--- src/rtl/piso_serializer_4b_if.sv ---
// piso_serializer_4b_if: producer handshake plus serial output bundle for the PISO stage
interface piso_serializer_4b_if #(
  parameter int WIDTH = 4
);
  logic [WIDTH-1:0] din_par;
  logic             din_valid;
  logic             din_ready;
  logic             dout;
  logic             dout_valid;
  logic             frame_start;
  logic             busy;
  modport master (
    output din_par, din_valid,
    input  din_ready, dout, dout_valid, frame_start, busy
  );
  modport slave (
    input  din_par, din_valid,
    output din_ready, dout, dout_valid, frame_start, busy
  );
endinterface

--- src/rtl/piso_serializer_4b.sv ---
// piso_serializer_4b: FIFO-buffered parallel-in/serial-out shifter with per-word frame flag
module piso_serializer_4b #(
  parameter int WIDTH     = 4,
  parameter int DEPTH     = 2,
  parameter bit MSB_FIRST = 1'b1,
  parameter bit IDLE_BIT  = 1'b0
) (
  input logic                  clk,
  input logic                  reset,
  piso_serializer_4b_if.slave  bus
);
  localparam int AW = $clog2(DEPTH);
  localparam int CW = AW + 1;
  localparam int BW = $clog2(WIDTH);
  typedef enum logic {IDLE, SHIFT} state_t;
  state_t state, state_nx;
  logic [WIDTH-1:0] mem [DEPTH];
  logic [AW-1:0] wr_ptr, rd_ptr;
  logic [CW-1:0] count;
  logic [WIDTH-1:0] sreg, sreg_nx, head;
  logic [BW-1:0] bitcnt, bitcnt_nx;
  logic dout_q, dout_valid_q, frame_start_q;
  logic dout_nx, dout_valid_nx, frame_start_nx;
  logic empty, full, push, load, shift;
  assign empty = count == '0;
  assign full  = count == CW'(DEPTH);
  assign head  = mem[rd_ptr];
  // Ready drops with reset asynchronously so nothing is offered during reset
  assign bus.din_ready = reset & !full;
  assign push  = bus.din_valid & bus.din_ready;
  assign load  = !empty && (state == IDLE || bitcnt == '0);
  assign shift = state == SHIFT && bitcnt != '0;
  always_ff @(posedge clk or negedge reset)
    if (!reset) state <= IDLE;
    else state <= state_nx;
  always_comb state_nx = (!empty || shift) ? SHIFT : IDLE;
  always_comb begin
    sreg_nx        = load ? head : shift ? (MSB_FIRST ? sreg << 1 : sreg >> 1) : sreg;
    bitcnt_nx      = load ? BW'(WIDTH - 1) : shift ? bitcnt - 1'b1 : bitcnt;
    dout_nx        = load ? (MSB_FIRST ? head[WIDTH-1] : head[0]) :
                     shift ? (MSB_FIRST ? sreg[WIDTH-2] : sreg[1]) : IDLE_BIT;
    dout_valid_nx  = load | shift;
    frame_start_nx = load;
  end
  always_ff @(posedge clk or negedge reset)
    if (!reset) begin
      wr_ptr        <= '0;
      rd_ptr        <= '0;
      count         <= '0;
      sreg          <= '0;
      bitcnt        <= '0;
      dout_q        <= IDLE_BIT;
      dout_valid_q  <= 1'b0;
      frame_start_q <= 1'b0;
    end else begin
      wr_ptr        <= push ? wr_ptr + 1'b1 : wr_ptr;
      rd_ptr        <= load ? rd_ptr + 1'b1 : rd_ptr;
      count         <= count + CW'(push) - CW'(load);
      sreg          <= sreg_nx;
      bitcnt        <= bitcnt_nx;
      dout_q        <= dout_nx;
      dout_valid_q  <= dout_valid_nx;
      frame_start_q <= frame_start_nx;
    end
  always_ff @(posedge clk)
    if (push) mem[wr_ptr] <= bus.din_par;
  assign bus.dout        = dout_q;
  assign bus.dout_valid  = dout_valid_q;
  assign bus.frame_start = frame_start_q;
  assign bus.busy        = !empty || state == SHIFT;
endmodule

--- src/flat_wrapper.sv ---
// flat-port wrapper written by rule: the top's interface ports become plain ports
module piso_serializer_4b_flat 
#(
  parameter int WIDTH     = 4,
  parameter int DEPTH     = 2,
  parameter bit MSB_FIRST = 1'b1,
  parameter bit IDLE_BIT  = 1'b0
)
  (clk, reset, bus_din_par, bus_din_valid, bus_din_ready, bus_dout, bus_dout_valid, bus_frame_start, bus_busy);
  piso_serializer_4b_if #(.WIDTH(WIDTH)) bus_i ();
  input logic clk;
  input logic reset;
  input wire logic [$bits(bus_i.din_par)-1:0] bus_din_par;
  input wire logic [$bits(bus_i.din_valid)-1:0] bus_din_valid;
  output wire logic [$bits(bus_i.din_ready)-1:0] bus_din_ready;
  output wire logic [$bits(bus_i.dout)-1:0] bus_dout;
  output wire logic [$bits(bus_i.dout_valid)-1:0] bus_dout_valid;
  output wire logic [$bits(bus_i.frame_start)-1:0] bus_frame_start;
  output wire logic [$bits(bus_i.busy)-1:0] bus_busy;
  assign bus_i.din_par = bus_din_par;
  assign bus_i.din_valid = bus_din_valid;
  assign bus_din_ready = bus_i.din_ready;
  assign bus_dout = bus_i.dout;
  assign bus_dout_valid = bus_i.dout_valid;
  assign bus_frame_start = bus_i.frame_start;
  assign bus_busy = bus_i.busy;
  piso_serializer_4b #(.WIDTH(WIDTH), .DEPTH(DEPTH), .MSB_FIRST(MSB_FIRST), .IDLE_BIT(IDLE_BIT)) u_core (.clk(clk), .reset(reset), .bus(bus_i));
endmodule
--- config.mk ---
export PLATFORM = sky130hd
export DESIGN_NAME = piso_serializer_4b_flat
export DESIGN_NICKNAME = d
export VERILOG_FILES = /design/src/rtl/piso_serializer_4b_if.sv /design/src/rtl/piso_serializer_4b.sv /design/src/flat_wrapper.sv
export SDC_FILE = /design/constraint.sdc
export NUM_CORES = 1
export LEC_CHECK = 0
export ABC_CLOCK_PERIOD_IN_PS = 1400
export BUFFER_PORTS_ARGS = -buffer_cell sky130_fd_sc_hd__buf_2
export CORE_MARGIN = 4
export CORE_UTILIZATION = 45
export CTS_BUF_LIST = sky130_fd_sc_hd__clkbuf_8
export DETAILED_ROUTE_END_ITERATION = 12
export PLACE_DENSITY_LB_ADDON = 0.08
export SYNTH_ARGS = -nofsm -noshare
export SYNTH_HDL_FRONTEND = slang
export SYNTH_SLANG_ARGS = --single-unit
export TNS_END_PERCENT = 50
--- constraint.sdc ---
create_clock -name clk -period 1.4 [get_ports clk]
set_input_delay 0.21 -clock clk [delete_from_list [all_inputs] [get_ports clk]]
set_output_delay 0.21 -clock clk [all_outputs]
set_load 0.005 [all_outputs]
==> results_dict.tcl, run 1 <==
set metrics [dict create \
    outcome "finished clean" \
    rsz0062_at_grt "yes" \
    syn_area_per_cell_um2 13.4 \
    muxShareOfSynthArea_pct 3.01 \
    h-tree-depth 1 \
    cp_num_buf_inv 3 \
    setup_viol 0 \
    postRouteAntennaNets 0 \
    min_path_cells 1 \
    cp_slowest_stage_delay_ns 0.53 \
    synthSimpleGateAreaFrac_pct 13.3 \
    ys_seq_area_share_pct 65.1 \
    cts.sinks 20 \
    wl_per_cell_um 11.0 \
    dpl.hpwl_um 854 \
    final.fill_count 159 \
    drive_above_1_share_pct 33.8 \
    hold_viol_final 0 \
    power.total_mw 2.07 \
    min_period_ns 1.37 \
    grt_usage_pct 10.9 \
    layout_commonest_cell "dfrtp_1" \
    crit_cells 4 \
    drt_iter0_drc 6 \
    vias 491 \
    vias_per_cell 4.68 \
    synth_flop_cell "dfrtp_1" \
    path_class "input port to primary output" \
    syn_nets 71 \
    drt-total-wl_um 1150 \
    finalNonFillerCells 105 \
    drcViolationCount 0 \
    fp.dieW_um 51.0 \
    overflow 0 \
    grt_pass1_wl_um 1980 \
    p_leak_nw 0.442 \
    synthesis.area_um2 831 \
    synth_top_family_by_area "simple AND/OR/NAND/NOR gates" \
    drv_cap 0 \
    clk_latency_ns 0.25 \
    synth-async-reset-ratio_pct 60.0 \
    setup_ws_ns 0.0257 \
    pre_cts_slack_ns 0.0606 \
    chipHeight_um 51.0 \
    cts_tree "built" \
    grt_start_max_net_pins 12 \
    crit_family "buffers and inverters" \
    ios 12 \
    fin_crit_sh_pct 98.2 \
    diodes 0 \
    syn_inst 62 \
    antenna_found_initial 0 \
    dieArea_um2 2600 \
    clockBufferDepth 2 \
    fin_setup_tns_ns 0 \
    synth_adder_area_share_pct 3.01 \
    startpoint_type "input port" \
    numCtsBuffers 3 \
    firstDrtPassIters 3 \
    grt_pass1_vias 465 \
    port_buffers 11 \
    fin_area_um2 1000 \
    skew_ns 0.000869 \
    post_dp_cell_area_um2 927 \
    crit_path_top_delay_cell "dlygate4sd3_1" \
    path_cells "dlygate4sd3_1 > buf_2 > and2_1 > buf_2" \
    rows 15 \
    synth_cell_types 27 \
    hold_class "input port to flip-flop" \
    start_util_pct 47.6 \
    fin_nets 91 \
    synthToLayoutAreaGrowth_pct 20.3 \
    gp_congestion 0.701 \
    drv_slew 0 \
    cp-end-kind "primary output" \
    synth_compound_area_share_pct 8.43 \
    slew_headroom_pct 82.3 \
    cpMostUsedCell "buf_2" \
    crit_path_max_fanout 4 \
    worstRegToRegCells 6 \
    core_area_um2 1750 \
    crit_required_ns 1.19 \
    cts_root_buf "clkbuf_8" \
    vdd_drop_max_v 0.00108 \
    crit_arrival_ns 1.16 \
    power_density_nw_per_um2 2070 \
    dp_cells 99 \
    ys_ff_latch 20 \
    fmax_mhz 728 \
    tightest_slew_ns 0.265 \
    yosys_warnings 0 \
    synth-xor-area-share_pct 3.16 \
    clk_pin_slew_ns 0.06 \
    synth_edf_count 8 \
    final_util_pct 57.3 \
    fin_hold_ws_ns 0.145 \
    final_cell_mix "dfrtp_1, buf_2, edfxtp_1" \
]
[cells by family (layout without fill, tap and decap cells)]
family,after synthesis,after routing
AO/OA/AOI/OAI,10,10
XOR/XNOR,3,3
adder cells (fa/ha/maj),2,2
buffers and inverters,5,23
flip-flops,20,20
multiplexers,2,2
AND/OR/NAND/NOR,20,20
[worst paths after layout]
check                                               endpoint                    startpoint  slack (ns)
worst max-delay path                           bus_din_ready                         reset        0.03
worst min-delay path              u_core.mem[0][1]$_DFFE_PP_                bus_din_par[1]        0.14
worst max register to register     u_core.bus.dout$_DFF_PN0_  u_core.bitcnt[0]$_DFFE_PN0P_        0.12
worst min register to register  u_core.bitcnt[0]$_DFFE_PN0P_  u_core.bitcnt[0]$_DFFE_PN0P_        0.48
max in group asynchronous          u_core.rd_ptr$_DFFE_PN0P_                         reset        0.78
min in group asynchronous          u_core.wr_ptr$_DFFE_PN0N_                         reset        0.29
[cell usage after synthesis, types with 2 or more instances]
| master | n | share of area, % |
|---|---|---|
| a211oi_1 | 3 | 2.7 |
| buf_6 | 2 | 2.7 |
| dfrtp_1 | 12 | 36 |
| edfxtp_1 | 8 | 29 |
| ha_1 | 2 | 3.0 |
| inv_1 | 3 | 1.4 |
| nand2_1 | 3 | 1.4 |
| nand2b_1 | 2 | 1.5 |
| nor2_1 | 4 | 1.8 |
| nor2_2 | 2 | 1.5 |
| nor2b_1 | 2 | 1.5 |
| o21ai_0 | 2 | 1.2 |
| o31ai_1 | 2 | 1.8 |
| xnor2_1 | 2 | 2.1 |
[sequential cells by signal, summed over array words and instances (netlist names)]
| register | flops |
|---|---|
| u_core.rd_ptr | 1 |
| u_core.bus.dout | 1 |
| u_core.mem | 8 |
| u_core.count | 2 |
| u_core.bitcnt | 2 |
| u_core.bus.dout_valid | 1 |
| u_core.wr_ptr | 1 |
| u_core.bus.frame_start | 1 |
| u_core.sreg | 3 |
[per-layer routing]
| metal | up-vias | GRT usage [%] | routed length, um |
|---|---|---|---|
| met5 | - | 0 | 0 |
| li1 | 254 | - | - |
| met2 | 10 | 16.3 | 524 |
| met3 | 5 | 3.50 | 43 |
| met4 | 0 | 6.73 | 38 |
| met1 | 222 | 13.4 | 546 |
[where the power goes]
part           total (mW)  leakage [nW]  switching [mW]  internal, mW
sequential          0.927         0.220           0.119         0.807
combinational       0.791         0.201           0.374         0.418
clock               0.350        0.0216           0.159         0.191
total                2.07         0.442           0.652          1.42
[layout make-up]
cell class	instances	area, um2	share of cell area [%]
sequential	20	541	54.1
timing repair buffer	17	106	10.6
inverter	3	11.3	1.13
tap	25	31.3	3.13
clock buffer	3	41.3	4.13
multi-input combinational	37	269	26.9
[timing repair]
action / 4_1_cts / 5_1_grt
hold buffers: 1 / 0
endpoints found under the setup margin: 1 / 7
pin swaps: 1 / 3
resized for setup: 1 / 1
endpoints found under the hold margin: 12 / 0
setup buffers: 2 / 0
Note: power is estimated with default switching activity, not from simulation.
==> inputs of run 2 (changes only) <==
--- a/config.mk
+++ b/config.mk
@@ -7,7 +7,7 @@
 export LEC_CHECK = 0
 export ABC_CLOCK_PERIOD_IN_PS = 1400
 export BUFFER_PORTS_ARGS = -buffer_cell sky130_fd_sc_hd__buf_2
-export CORE_MARGIN = 4
+export CORE_MARGIN = 10
 export CORE_UTILIZATION = 45
 export CTS_BUF_LIST = sky130_fd_sc_hd__clkbuf_8
 export DETAILED_ROUTE_END_ITERATION = 12
==> run 2 against run 1 <==
Effect of this change:
- total power grew 5.6%
- critical endpoint is now bus_busy
- highest routed layer unchanged
- non-clock buffer count grew 2
- clock skew grew 0.0014 ns
- via count grew 4.5%
- largest cell class unchanged
- cell count grew 2.9%
- sequential share of layout area shrank 0.87 points
- largest power group unchanged
==> results_dict.tcl, run 2 (synthesis gave the netlist of run 1 again) <==
set metrics [dict create \
    drive_above_1_share_pct 33.7 \
    post_dp_cell_area_um2 935 \
    skew_ns 0.00229 \
    drt-total-wl_um 1400 \
    crit_required_ns 1.19 \
    startpoint_type "flip-flop" \
    cp_num_buf_inv 2 \
    gp_congestion 0.699 \
    slew_headroom_pct 77.8 \
    finalNonFillerCells 108 \
    drv_cap 0 \
    cts.sinks 20 \
    drv_slew 0 \
    setup_viol 0 \
    wl_per_cell_um 13.0 \
    start_util_pct 47.6 \
    drt_iter0_drc 4 \
    grt_start_max_net_pins 12 \
    dpl.hpwl_um 991 \
    overflow 0 \
    crit_path_max_fanout 2 \
    fmax_mhz 722 \
    p_leak_nw 0.453 \
    setup_ws_ns 0.0144 \
    crit_arrival_ns 1.18 \
    numCtsBuffers 3 \
    core_area_um2 1750 \
    postRouteAntennaNets 0 \
    fin_nets 93 \
    firstDrtPassIters 4 \
    largest_reg_flops 8 \
    vdd_drop_max_v 0.00104 \
    final.fill_count 158 \
    rows 15 \
    ios 12 \
    grt_pass1_wl_um 2360 \
    fp.dieW_um 63.0 \
    cts_tree "built" \
    diodes 0 \
    layout_commonest_cell "dfrtp_1" \
    hold_class "input port to flip-flop" \
    antenna_found_initial 0 \
    drcViolationCount 0 \
    rsz0062_at_grt "yes" \
    dieArea_um2 3960 \
    cts_root_buf "clkbuf_8" \
    grt_pass1_vias 508 \
    crit_family "flip-flops" \
    crit_path_top_delay_cell "dfrtp_1" \
    pre_cts_slack_ns 0.0484 \
    port_buffers 11 \
    synthToLayoutAreaGrowth_pct 22.3 \
    fin_crit_sh_pct 99.0 \
    chipHeight_um 63.0 \
    min_period_ns 1.39 \
    path_cells "buf_6 > or3_1 > buf_2" \
    outcome "finished clean" \
    largest-register "u_core.mem" \
    final_cell_mix "dfrtp_1, buf_2, edfxtp_1" \
    cp-end-kind "primary output" \
    fin_hold_ws_ns 0.136 \
    dp_cells 100 \
    hold_viol_final 0 \
    clockBufferDepth 2 \
    cp_slowest_stage_delay_ns 0.39 \
    vias_per_cell 4.75 \
    fin_area_um2 1020 \
    clk_latency_ns 0.26 \
    tightest_slew_ns 0.331 \
    h-tree-depth 1 \
    grt_usage_pct 7.48 \
    fin_setup_tns_ns 0 \
    biggestRegsByFlops "u_core.mem (8), u_core.sreg (3)" \
    power_density_nw_per_um2 2150 \
    path_class "flip-flop to primary output" \
    clk_pin_slew_ns 0.07 \
    vias 513 \
]
run 2: worst paths after layout:
| path | slack (ns) | from | cells after the start | end |
|---|---|---|---|---|
| setup / recovery | 0.01 | u_core.count[0]$_DFF_PN0_ | 3 | bus_busy |
| hold / removal | 0.14 | bus_din_par[1] | 1 | u_core.mem[1][1]$_DFFE_PP_ |
| setup reg to reg | 0.07 | u_core.bitcnt[1]$_DFFE_PN0P_ | 6 | u_core.count[0]$_DFF_PN0_ |
| hold reg to reg | 0.50 | u_core.wr_ptr$_DFFE_PN0N_ | 1 | u_core.wr_ptr$_DFFE_PN0N_ |
| max in group asynchronous | 0.75 | reset | 3 | u_core.count[1]$_DFF_PN0_ |
| min in group asynchronous | 0.30 | reset | 2 | u_core.wr_ptr$_DFFE_PN0N_ |
run 2: per-layer routing:
metal | vias to the layer above | GRT usage [%] | share of wire, %
met5 | - | 0 | 0
met4 | 0 | 4.19 | 1.1
met3 | 2 | 2.69 | 5.6
met2 | 12 | 11.5 | 47
met1 | 241 | 8.70 | 46
li1 | 258 | - | -
run 2: worst reg2reg max path, cell delays in order, from the launching register on:
cell and delay, ns:
dfrtp_1 0.36, inv_1 0.05, ha_2 0.18, nor2b_4 0.14, nand2_1 0.08, o21ai_1 0.12
ha_2 0.30
run 2: final cells by class:
class                      count  area (um2)  area share, %
clock buffer                   3        41.3           4.06
clock inverter                 1        3.75          0.369
inverter                       3        11.3           1.11
multi-input combinational     37         267           26.2
sequential                    20         541           53.2
tap                           25        31.3           3.08
timing repair buffer          19         121           11.9
run 2: timing repair:
| item | in CTS | in global routing |
|---|---|---|
| hold buffers | 1 | 0 |
| cloned | 0 | 0 |
| resized for setup | 1 | 0 |
| endpoints found under the setup margin | 1 | 4 |
| hold endpoints to repair | 12 | 0 |
| pin swaps | 1 | 0 |
| buffers inserted | 2 | 1 |
run 2: stage by stage:
step	power [mW]	utilization, %
after floorplan	1.54	-
after global placement	1.73	53.5
after detailed placement	1.74	53.5
after CTS	2.17	57.8
after global routing	2.35	58.2
final	2.18	58.2
run 2: report_power, final:
part | internal [mW] | switching, mW
clock network | 0.195 | 0.184
registers | 0.807 | 0.117
logic | 0.460 | 0.421
total | 1.46 | 0.722
==> inputs of run 3 (changes only) <==
--- a/config.mk
+++ b/config.mk
@@ -11,6 +11,7 @@
 export CORE_UTILIZATION = 45
 export CTS_BUF_LIST = sky130_fd_sc_hd__clkbuf_8
 export DETAILED_ROUTE_END_ITERATION = 12
+export GPL_TIMING_DRIVEN = 0
 export PLACE_DENSITY_LB_ADDON = 0.08
 export SYNTH_ARGS = -nofsm -noshare
 export SYNTH_HDL_FRONTEND = slang
==> run 3 against run 2 <==
Effect of this change:
- utilization is 2.3 points higher
- register-to-register slack worse by 0.04 ns
- worst hold slack improved by 0.0017 ns
- first-iteration DRC count decreased by 100%
- critical endpoint is now u_core.count[0]$_DFF_PN0_
==> results_dict.tcl, run 3 (synthesis gave the netlist of run 1 again) <==
set metrics [dict create \
    grt_start_max_net_pins 13 \
    synthToLayoutAreaGrowth_pct 27.1 \
    ios 12 \
    antenna_found_initial 0 \
    pre_cts_slack_ns -0.0812 \
    tightest_slew_ns 0.565 \
    biggestRegsByFlops "u_core.mem (8), u_core.sreg (3)" \
    drive_above_1_share_pct 36.9 \
    rsz0062_at_grt "yes" \
    drt-total-wl_um 1320 \
    finalNonFillerCells 109 \
    drcViolationCount 0 \
    postRouteAntennaNets 0 \
    grt_pass1_vias 523 \
    wl_per_cell_um 12.1 \
    clockBufferDepth 2 \
    numCtsBuffers 3 \
    layout_commonest_cell "dfrtp_1" \
    firstDrtPassIters 1 \
    crit_path_top_delay_cell "dfrtp_1" \
    setup_ws_ns 0.0331 \
    fin_nets 94 \
    vias_per_cell 4.59 \
    rows 15 \
    grt_pass1_wl_um 2350 \
    vdd_drop_max_v 0.00120 \
    power.total_mw 2.43 \
    h-tree-depth 1 \
    cpMostUsedCell "ha_2" \
    setup_viol 0 \
    overflow 0 \
    startpoint_type "flip-flop" \
    cp_num_buf_inv 2 \
    chipHeight_um 63.0 \
    slew_headroom_pct 62.2 \
    fin_crit_sh_pct 97.6 \
    min_period_ns 1.37 \
    cp_slowest_stage_delay_ns 0.34 \
    cts.sinks 20 \
    port_buffers 11 \
    clk_latency_ns 0.25 \
    cts_root_buf "clkbuf_8" \
    skew_ns 0.00106 \
    start_util_pct 47.6 \
    final_cell_mix "dfrtp_1, buf_2, edfxtp_1" \
    grt_usage_pct 7.49 \
    gp_congestion 0.677 \
    crit_family "adder cells" \
    drv_cap 0 \
    clk_pin_slew_ns 0.07 \
    drv_slew 0 \
    power_density_nw_per_um2 2300 \
    dpl.hpwl_um 920 \
    cp-end-kind "flip-flop" \
    fmax_mhz 732 \
    hold_class "input port to flip-flop" \
    p_leak_nw 0.471 \
    cts_tree "built" \
    largest-register "u_core.mem" \
    outcome "finished clean" \
    drt_iter0_drc 0 \
    vias 500 \
    core_area_um2 1750 \
    largest_reg_flops 8 \
    path_class "flip-flop to flip-flop" \
    dp_cells 98 \
    dieArea_um2 3960 \
    crit_path_max_fanout 7 \
    fp.dieW_um 63.0 \
    crit_arrival_ns 1.51 \
    path_cells "inv_1 > ha_2 > nor2b_4 > buf_6 > nand2_1 > o21ai_1 > ha_2" \
    hold_viol_final 0 \
    diodes 0 \
    crit_required_ns 1.54 \
]
run 3: area by class of cell:
class | count | area, um2
Inverter | 3 | 11.3
Fill cell | 167 | 689
Multi-Input combinational cell | 37 | 269
Sequential cell | 20 | 541
Tap cell | 25 | 31.3
Timing Repair Buffer | 18 | 110
Clock inverter | 1 | 30.0
Buffer | 2 | 22.5
Clock buffer | 3 | 41.3
run 3: worst reg2reg max path: stages (launching register included):
cell	delay [ns]
dfrtp_1	0.34
inv_1	0.05
ha_2	0.18
nor2b_4	0.13
buf_6	0.13
nand2_1	0.05
o21ai_1	0.08
ha_2	0.29
run 3: power by group:
| group | switching (mW) | internal [mW] | total (mW) |
|---|---|---|---|
| registers | 0.0940 | 0.807 | 0.901 |
| logic | 0.438 | 0.525 | 0.963 |
| clock network | 0.181 | 0.381 | 0.563 |
| total | 0.714 | 1.71 | 2.43 |
run 3: metal layers:
layer	share of wire (%)	global-route usage (%)
met1	42	7.80
met2	51	12.7
met3	5.7	2.69
met4	1.9	4.19
met5	0	0
run 3: path summary, 6_finish.rpt:
check,start,to,slack [ns],cells past startpoint
worst max-delay path,u_core.bitcnt[0]$_DFFE_PN0P_,u_core.count[0]$_DFF_PN0_,0.03,7
worst min-delay path,bus_din_par[2],u_core.mem[1][2]$_DFFE_PP_,0.14,1
worst max register to register,u_core.bitcnt[0]$_DFFE_PN0P_,u_core.count[0]$_DFF_PN0_,0.03,7
worst min register to register,u_core.sreg[1]$_DFFE_PN0P_,u_core.sreg[2]$_DFFE_PN0P_,0.48,2
max in group asynchronous,reset,u_core.count[0]$_DFF_PN0_,0.52,2
min in group asynchronous,reset,u_core.wr_ptr$_DFFE_PN0N_,0.51,2
run 3: what timing repair did:
action | in CTS | in global routing
hold buffers | 1 | 0
hold endpoints to repair | 12 | 0
buffers inserted | 3 | 3
endpoints found under the setup margin | 7 | 8
pin swaps | 1 | 3
resized for setup | 0 | 1
gates cloned | 0 | 0
run 3: stage by stage:
step / TNS, ns / cell area [um2] / utilization [%] / hold slack, ns
global placement: -0.0951 / 927 / 53.1 / 0.112
detailed placement: -0.133 / 927 / 53.1 / 0.115
floorplan: 0 / 841 / - / -0.0856
finish: 0 / 1060 / 60.5 / 0.138
global route: -0.0957 / 1060 / 60.5 / 0.132
CTS: 0 / 1030 / 59.1 / 0.133
